<file path="src/rtl/mul_issue_pkg.sv">
// Shared types and defaults for the multiplier issue controller slice.
package mul_issue_pkg;

    localparam int N_DEF     = 32;
    localparam int DEPTH_DEF = 4;
    localparam int TAG_W_DEF = 4;

    // Issue/collect sequencing: IDLE -> ISSUE -> WAIT -> HOLD -> IDLE
    typedef enum logic [1:0] {
        IDLE  = 2'd0,
        ISSUE = 2'd1,
        WAIT  = 2'd2,
        HOLD  = 2'd3
    } state_t;

    // One queued operation at the default widths
    typedef struct packed {
        logic [N_DEF-1:0]     a;
        logic [N_DEF-1:0]     b;
        logic [TAG_W_DEF-1:0] tag;
    } op_t;

    // 32-bit saturating increment used by the statistics counters
    function automatic logic [31:0] sat_inc32(input logic [31:0] v);
        logic [31:0] r;
        if (v == 32'hFFFF_FFFF) begin
            r = v;
        end else begin
            r = v + 32'd1;
        end
        return r;
    endfunction

endpackage

</file>
<file path="src/rtl/mul_op_fifo.sv">
// Synchronous FIFO of operations. Pointers wrap modulo DEPTH (power of two);
// a separate count register tracks occupancy 0..DEPTH. Full/empty are
// registered from the next count so they are clean flop outputs.
// No bypass: an entry becomes poppable the cycle after its push.
module mul_op_fifo
    import mul_issue_pkg::*;
#(
    parameter int  DEPTH = DEPTH_DEF,
    parameter type T     = op_t
) (
    input  logic                     clk,
    input  logic                     rst,
    input  logic                     push,
    input  T                         push_data,
    input  logic                     pop,
    output T                         pop_data,
    output logic                     full,
    output logic                     empty,
    output logic [$clog2(DEPTH):0]   count
);

    localparam int PW = $clog2(DEPTH);
    localparam int CW = PW + 1;

    T                mem_r [DEPTH];
    logic [PW-1:0]   wr_ptr_r;
    logic [PW-1:0]   rd_ptr_r;
    logic [CW-1:0]   count_r;
    logic [CW-1:0]   count_next_s;
    logic            full_r;
    logic            empty_r;
    logic            push_ok_s;
    logic            pop_ok_s;

    // Qualify requests against the flags so overflow/underflow cannot corrupt state
    always_comb begin
        push_ok_s    = push && !full_r;
        pop_ok_s     = pop && !empty_r;
        count_next_s = count_r;
        case ({push_ok_s, pop_ok_s})
            2'b10:   count_next_s = count_r + CW'(1);
            2'b01:   count_next_s = count_r - CW'(1);
            default: count_next_s = count_r;
        endcase
    end

    // Storage, pointers, occupancy and registered flags
    always_ff @(posedge clk) begin
        if (rst) begin
            for (int i = 0; i < DEPTH; i++) begin
                mem_r[i] <= '0;
            end
            wr_ptr_r <= {PW{1'b0}};
            rd_ptr_r <= {PW{1'b0}};
            count_r  <= {CW{1'b0}};
            full_r   <= 1'b0;
            empty_r  <= 1'b1;
        end else begin
            if (push_ok_s) begin
                mem_r[wr_ptr_r] <= push_data;
                wr_ptr_r        <= wr_ptr_r + PW'(1);
            end
            if (pop_ok_s) begin
                rd_ptr_r <= rd_ptr_r + PW'(1);
            end
            count_r <= count_next_s;
            full_r  <= (count_next_s == CW'(DEPTH));
            empty_r <= (count_next_s == {CW{1'b0}});
        end
    end

    assign pop_data = mem_r[rd_ptr_r];
    assign full     = full_r;
    assign empty    = empty_r;
    assign count    = count_r;

endmodule

</file>
<file path="src/rtl/mul_issue_ctrl.sv">
// Feeder/collector around seq_multiplier: buffers operand pairs, issues one
// at a time with a single-cycle start pulse, captures the product on done and
// holds it with its tag until the consumer accepts it.
// Optional build macro MUL_ISSUE_STATS_EN adds saturating stat_ops and
// stat_stall counters.
module mul_issue_ctrl
    import mul_issue_pkg::*;
#(
    parameter int N     = N_DEF,
    parameter int DEPTH = DEPTH_DEF,
    parameter int TAG_W = TAG_W_DEF
) (
    input  logic             clk,
    input  logic             rst,
    input  logic             in_valid,
    output logic             in_ready,
    input  logic [N-1:0]     in_a,
    input  logic [N-1:0]     in_b,
    input  logic [TAG_W-1:0] in_tag,
    output logic             mul_start,
    output logic [N-1:0]     mul_multiplicand,
    output logic [N-1:0]     mul_multiplier,
    input  logic             mul_busy,
    input  logic             mul_done,
    input  logic [2*N-1:0]   mul_product,
    output logic             out_valid,
    input  logic             out_ready,
    output logic [2*N-1:0]   out_product,
    output logic [TAG_W-1:0] out_tag
`ifdef MUL_ISSUE_STATS_EN
    ,
    output logic [31:0]      stat_ops,
    output logic [31:0]      stat_stall
`endif
);

    localparam int CW = $clog2(DEPTH) + 1;

    typedef struct packed {
        logic [N-1:0]     a;
        logic [N-1:0]     b;
        logic [TAG_W-1:0] tag;
    } op_loc_t;

    op_loc_t           push_data_s;
    op_loc_t           head_s;
    logic              push_s;
    logic              pop_s;
    logic              fifo_full_s;
    logic              fifo_empty_s;
    logic [CW-1:0]     fifo_count_s;

    state_t            state_r;
    state_t            next_state_s;
    logic [N-1:0]      op_a_r;
    logic [N-1:0]      op_b_r;
    logic [TAG_W-1:0]  op_tag_r;
    logic              mul_start_r;
    logic              out_valid_r;
    logic [2*N-1:0]    out_product_r;
    logic [TAG_W-1:0]  out_tag_r;

    assign push_s      = in_valid && !fifo_full_s;
    assign push_data_s = '{a: in_a, b: in_b, tag: in_tag};

    mul_op_fifo #(
        .DEPTH (DEPTH),
        .T     (op_loc_t)
    ) u_fifo (
        .clk       (clk),
        .rst       (rst),
        .push      (push_s),
        .push_data (push_data_s),
        .pop       (pop_s),
        .pop_data  (head_s),
        .full      (fifo_full_s),
        .empty     (fifo_empty_s),
        .count     (fifo_count_s)
    );

    // Next-state and pop decision; the head is taken only when the flag and counter agree
    always_comb begin
        next_state_s = state_r;
        pop_s        = 1'b0;
        case (state_r)
            IDLE: begin
                if (!fifo_empty_s && (fifo_count_s != {CW{1'b0}}) && !mul_busy) begin
                    pop_s        = 1'b1;
                    next_state_s = ISSUE;
                end else begin
                    next_state_s = IDLE;
                end
            end
            ISSUE: begin
                next_state_s = WAIT;
            end
            WAIT: begin
                if (mul_done) begin
                    next_state_s = HOLD;
                end else begin
                    next_state_s = WAIT;
                end
            end
            HOLD: begin
                if (out_ready) begin
                    next_state_s = IDLE;
                end else begin
                    next_state_s = HOLD;
                end
            end
            default: begin
                next_state_s = IDLE;
            end
        endcase
    end

    // State, operand capture, start pulse and result registers
    always_ff @(posedge clk) begin
        if (rst) begin
            state_r       <= IDLE;
            op_a_r        <= {N{1'b0}};
            op_b_r        <= {N{1'b0}};
            op_tag_r      <= {TAG_W{1'b0}};
            mul_start_r   <= 1'b0;
            out_valid_r   <= 1'b0;
            out_product_r <= {(2*N){1'b0}};
            out_tag_r     <= {TAG_W{1'b0}};
        end else begin
            state_r     <= next_state_s;
            mul_start_r <= pop_s;
            if (pop_s) begin
                op_a_r   <= head_s.a;
                op_b_r   <= head_s.b;
                op_tag_r <= head_s.tag;
            end
            if ((state_r == WAIT) && mul_done) begin
                out_product_r <= mul_product;
                out_tag_r     <= op_tag_r;
                out_valid_r   <= 1'b1;
            end else if ((state_r == HOLD) && out_ready) begin
                out_valid_r   <= 1'b0;
            end
        end
    end

    assign in_ready         = !fifo_full_s;
    assign mul_start        = mul_start_r;
    assign mul_multiplicand = op_a_r;
    assign mul_multiplier   = op_b_r;
    assign out_valid        = out_valid_r;
    assign out_product      = out_product_r;
    assign out_tag          = out_tag_r;

`ifdef MUL_ISSUE_STATS_EN
    logic [31:0] stat_ops_r;
    logic [31:0] stat_stall_r;

    // Saturating counters: completed result handshakes and input stall cycles
    always_ff @(posedge clk) begin
        if (rst) begin
            stat_ops_r   <= 32'd0;
            stat_stall_r <= 32'd0;
        end else begin
            if (out_valid_r && out_ready) begin
                stat_ops_r <= sat_inc32(stat_ops_r);
            end
            if (in_valid && fifo_full_s) begin
                stat_stall_r <= sat_inc32(stat_stall_r);
            end
        end
    end

    assign stat_ops   = stat_ops_r;
    assign stat_stall = stat_stall_r;
`endif

endmodule

</file>
<file path="config.mk">
export PLATFORM = sky130hd
export DESIGN_NAME = mul_issue_ctrl
export DESIGN_NICKNAME = d
export VERILOG_FILES = /design/src/rtl/mul_issue_pkg.sv /design/src/rtl/mul_op_fifo.sv /design/src/rtl/mul_issue_ctrl.sv
export SDC_FILE = /design/constraint.sdc
export NUM_CORES = 1
export LEC_CHECK = 0
export CORE_MARGIN = 1.5
export CORE_UTILIZATION = 46
export CTS_BUF_LIST = sky130_fd_sc_hd__clkbuf_4 sky130_fd_sc_hd__clkbuf_8
export DETAILED_ROUTE_END_ITERATION = 7
export GPL_TIMING_DRIVEN = 0
export PLACE_DENSITY = 0.73
export SLEW_MARGIN = 40
export SYNTH_ARGS = -nofsm -noshare
export SYNTH_HDL_FRONTEND = slang
export SYNTH_SLANG_ARGS = --single-unit
export TNS_END_PERCENT = 5
</file>
<file path="constraint.sdc">
create_clock -name clk -period 4.2 [get_ports clk]
set_input_delay 0.63 -clock clk [delete_from_list [all_inputs] [get_ports clk]]
set_output_delay 0.63 -clock clk [all_outputs]
set_load 0.02 [all_outputs]
</file>
### Word level (Yosys, flattened, before mapping)

Memories as Yosys holds them, arrays and structs flattened. A register that Yosys moved wholly into a read port is not among the register bits.
Index checks and enable logic that the tools add are counted.

| cells by class | value |
|---|---|
| equal/unequal tests | 6 |
| muxes and demuxes | 17 |
| $add $sub $neg | 4 |
| reduce and logical (&&, ||, !) cells | 15 |

Operators with widths:

| cell | number |
|---|---|
| $mux 68 | 1 |
| $reduce_or 68->1 | 1 |
| $mux 1 | 12 |
| $pmux 2 s4 | 1 |
| $logic_and 1x1->1 | 7 |
| $eq 2x2->1 const B | 3 |
| $pmux 3 s2 | 1 |
| $add 2x1->2 const B | 2 |
| $eq 2x1->1 const B | 2 |
| $mux 2 | 2 |
| $add 3x1->3 const B | 1 |
| $eq 3x3->1 const B | 1 |
| $logic_not 1->1 | 3 |
| $logic_not 3->1 | 1 |
| $reduce_bool 3->1 | 1 |
| $sub 3x1->3 const B | 1 |
| $logic_not 2->1 | 1 |
| $reduce_bool 2->1 | 1 |

| word-level totals | value |
|---|---|
| logic and storage cells | 53 |
| bits in registers | 81 |
| memories | 1 |
| output and inout bits | 135 |
| bits in writable memories | 272 |
| input bits | 138 |

Memories:

| name | depth | bits a word | rd ports | clocked after memory_dff | wr ports | RTL line | text |
|---|---|---|---|---|---|---|---|
| u_fifo.mem_r | 4 | 68 | 1 | 1 | 4 | mul_op_fifo.sv:25 | `T mem_r [DEPTH];` |

### Logic depth before layout (Yosys ltp)

| logic depth | value |
|---|---|
| depth in word-level cells | 9 |
| mapped depth | 10 |
| mapped depth without buffers | 9 |

### Cells and area by module

From an unflattened synthesis, not the netlist that was laid out.

| unflattened totals | value |
|---|---|
| cells, all modules | 1,324 |
| area, all modules | 17,723.2 um^2 |

Modules (own cells, without submodules):

| module | area each (um^2) | cells an instance | seq. area each (um^2) | times used |
|---|---|---|---|---|
| mul_op_fifo | 12,169.2 | 712 | 8,388.0 | 1 |
| mul_issue_ctrl | 5,554.1 | 612 | 2,802.7 | 1 |

### Worst setup path after synthesis

No wires, ideal clock.

| path | value |
|---|---|
| path type | input -> register |
| start point | input port in_valid |
| end point | memory u_fifo.mem_r[1][0] (netlist bit), enable pin |
| stages | 2 |
| library setup time | 0.508 ns |
| slack | -0.218 ns |
| data arrival time | 3.910 ns |
| path through | nand3b_1 -> o21bai_1 |

RTL lines:

| element | RTL line | text |
|---|---|---|
| start: declaration | mul_issue_ctrl.sv:15 | `input logic in_valid,` |
| end: declaration | mul_op_fifo.sv:25 |  |

==> out/metrics.yaml <==
status: "finished, final reports clean"
num_rows: 70
min_path_type: "flop to flop"
initial_core_util_pct: 46.8
final-max-slew-violation-count: 0
hold_viol_final: 0
h-tree-depth: 3
yosysTopAreaCell: "edfxtp_1"
ant_nets: 0
vias: 11810
grt_use_total_pct: 23.7
drive_gt1_share_pct: 13.2
ys_ff_latch: 421
drt-total-wl_mm: 45.2
grt_max_degree: 33
slowest_stage: "clkdlybuf4s50_1"
synth_cell_types: 39
leakage_nw: 7.75
synth_warnings: 0
holdWs_ns: 0.454
synth_compound_area_share_pct: 6.78
clockBufferDepth: 3
synth_mux_area_share_pct: 8.95
ios: 273
critPathLaunchType: "input pin"
cp.arrival_ns: 3.29
max_slew_margin_pct: 45.2
synth_top_family_by_area: "simple AND/OR/NAND/NOR gates"
grt_pass1_wl_mm: 68.8
syn_inst: 1339
slowest_delay_ns: 0.51
grt_setup_unrepaired: "false"
synth-simple-area-share_pct: 16.0
synth_xor_area_share_pct: 0.205
syn-cell-area_um2: 17100
die_width_um: 196
remaining_drc_errors: 0
cts_tree: "yes"
worst_slew_pin_slew_ns: 0.822
root_buffer: "clkbuf_8"
core_um2: 36600
totalPowerFinal_w: 0.0101
path_cells: "clkdlybuf4s50_1, or3b_1, nor3_2, clkbuf_1, or2_4, buf_12"
drt-initial-drc-count: 760
syn2layout_area_growth_pct: 29.7
async_flop_share_pct: 0
synth_top_area_share_pct: 47.7
fin_nets: 1835
ys_seq_area_share_pct: 65.1
wl_per_cell_um: 20.4
p_per_area_nw_per_um2: 455
peakVddDrop_mv: 0.223
fin_setup_tns_ns: 0
hpwl_mm: 31.1
holdBufCountCts: 0
synth_ff_type: "edfxtp_1"
clk_pin_slew_ns: 0.06
fin_util_pct: 60.6
die_h_um: 196
critPathKind: "input pin to flop"
synth_adder_area_share_pct: 0.190
cp-end-kind: "flop"
synth_area_leaders: "edfxtp_1, dfxtp_1, and2_1"
synth_edf_count: 272
gp_congestion: 0.794
antenna_found_initial: 2
post_cts_buffers: 0
clock.fmax_mhz: 332
grt_pass1_vias: 12272
via_per_inst: 5.32
finalCritPeriodShare_pct: 71.8
cts_resized: 0
cts_made_buffers: 70
synthesis.nets: 1479
layout_min_cycle_time_ns: 3.01
crit_required_ns: 4.47
die_area_um2: 38400
synth.cells.most_frequent: "and2_1, edfxtp_1, dfxtp_1"
port_buffers: 272
critPathMaxFanout: 30
firstDrtPassIters: 5
cts.sinks: 421
clkLatencyLatePin_ns: 0.60
gr-total-overflow: 0
finalSetupViolCount: 0
finalClockSkew_ns: 0.0298
maxCapViolCount: 0
n_fill_cell: 2917
place_ws_ns: 0.522
fin_ws_ns: 1.19
avgSynthCellArea_um2: 12.8
[layout by cell type, fill, tap and decap left out, types with 3 or more instances in the layout]
| cell | n |
|---|---|
| nand2_1 | 139 |
| clkbuf_1 | 91 |
| clkinv_2 | 5 |
| buf_2 | 11 |
| nor2_1 | 6 |
| o21ai_0 | 70 |
| buf_12 | 5 |
| clkinvlp_4 | 4 |
| clkdlybuf4s50_1 | 272 |
| dfxtp_1 | 149 |
| clkbuf_8 | 79 |
| buf_16 | 4 |
| buf_1 | 3 |
| xor2_1 | 3 |
| mux4_2 | 68 |
| clkbuf_4 | 35 |
| buf_6 | 3 |
| nor3_2 | 3 |
| edfxtp_1 | 272 |
| clkinv_1 | 4 |
| and2_1 | 272 |
| a21oi_1 | 141 |
| or3_1 | 3 |
| nand3_1 | 68 |
| inv_1 | 8 |
[layer usage]
metal | up-vias | part of all wire, % | global-route usage [%]
li1 | 5513 | - | -
met1 | 5781 | 40 | 29.5
met2 | 443 | 51 | 41.8
met3 | 71 | 7.2 | 4.80
met4 | 2 | 1.8 | 7.29
met5 | - | 0.029 | 0
[worst max-delay path: cells and delay by family]
family / cells / cell delay (ns)
buffers and inverters: 3 / 1.24
AND/OR/NAND/NOR: 3 / 1.41
[through the flow]
step	std cells	area, um^2
after floorplan	1339	17100
after global placement	2079	20400
after detailed placement	2091	20700
after CTS	2220	22200
after global routing	2221	22200
final	2221	22200
[final cells by class]
class | instances | area (um^2) | area share (%)
Buffer | 109 | 447 | 2.01
Inverter | 8 | 30.0 | 0.135
Timing Repair Buffer | 284 | 2970 | 13.4
Tap cell | 468 | 586 | 2.64
Clock buffer | 114 | 1350 | 6.08
Sequential cell | 421 | 11200 | 50.2
Clock inverter | 15 | 130 | 0.586
Antenna cell | 1 | 2.50 | 0.0113
Multi-Input combinational cell | 801 | 5540 | 24.9
[sequential cells by signal, summed over array words and instances (netlist names)]
register and cells:
u_fifo.count 3, out_tag 4, mul_start 1, out_product 64, u_fifo.wr_ptr_r 2, state_r 2
op_tag_r 4, mul_multiplier 32, u_fifo.full 1, mul_multiplicand 32, u_fifo.rd_ptr_r 2, u_fifo.empty 1
u_fifo.mem_r 272, out_valid 1
[worst paths after layout]
path	end	start	slack (ns)	cells past startpoint
max	u_fifo.mem_r[0][7]	in_valid	1.19	6
max reg2reg	u_fifo.empty	state_r[0]	1.25	10
min reg2reg	out_product[26]	out_product[26]	0.45	2
min	out_product[26]	out_product[26]	0.45	2
[power breakdown]
| part | switching, W | internal (W) |
|---|---|---|
| Combinational | 0.000920 | 0.000627 |
| Clock | 0.00159 | 0.00216 |
| Sequential | 0.000103 | 0.00471 |
| Total | 0.00261 | 0.00749 |
[cell families after synthesis]
group | Yosys count
xor+xnor | 4
compound gates | 224
fa+ha+maj | 2
mux | 68
simple gates | 503
buf+inv | 117
flops | 421
No activity file was read; power rests on OpenSTA's default activity.
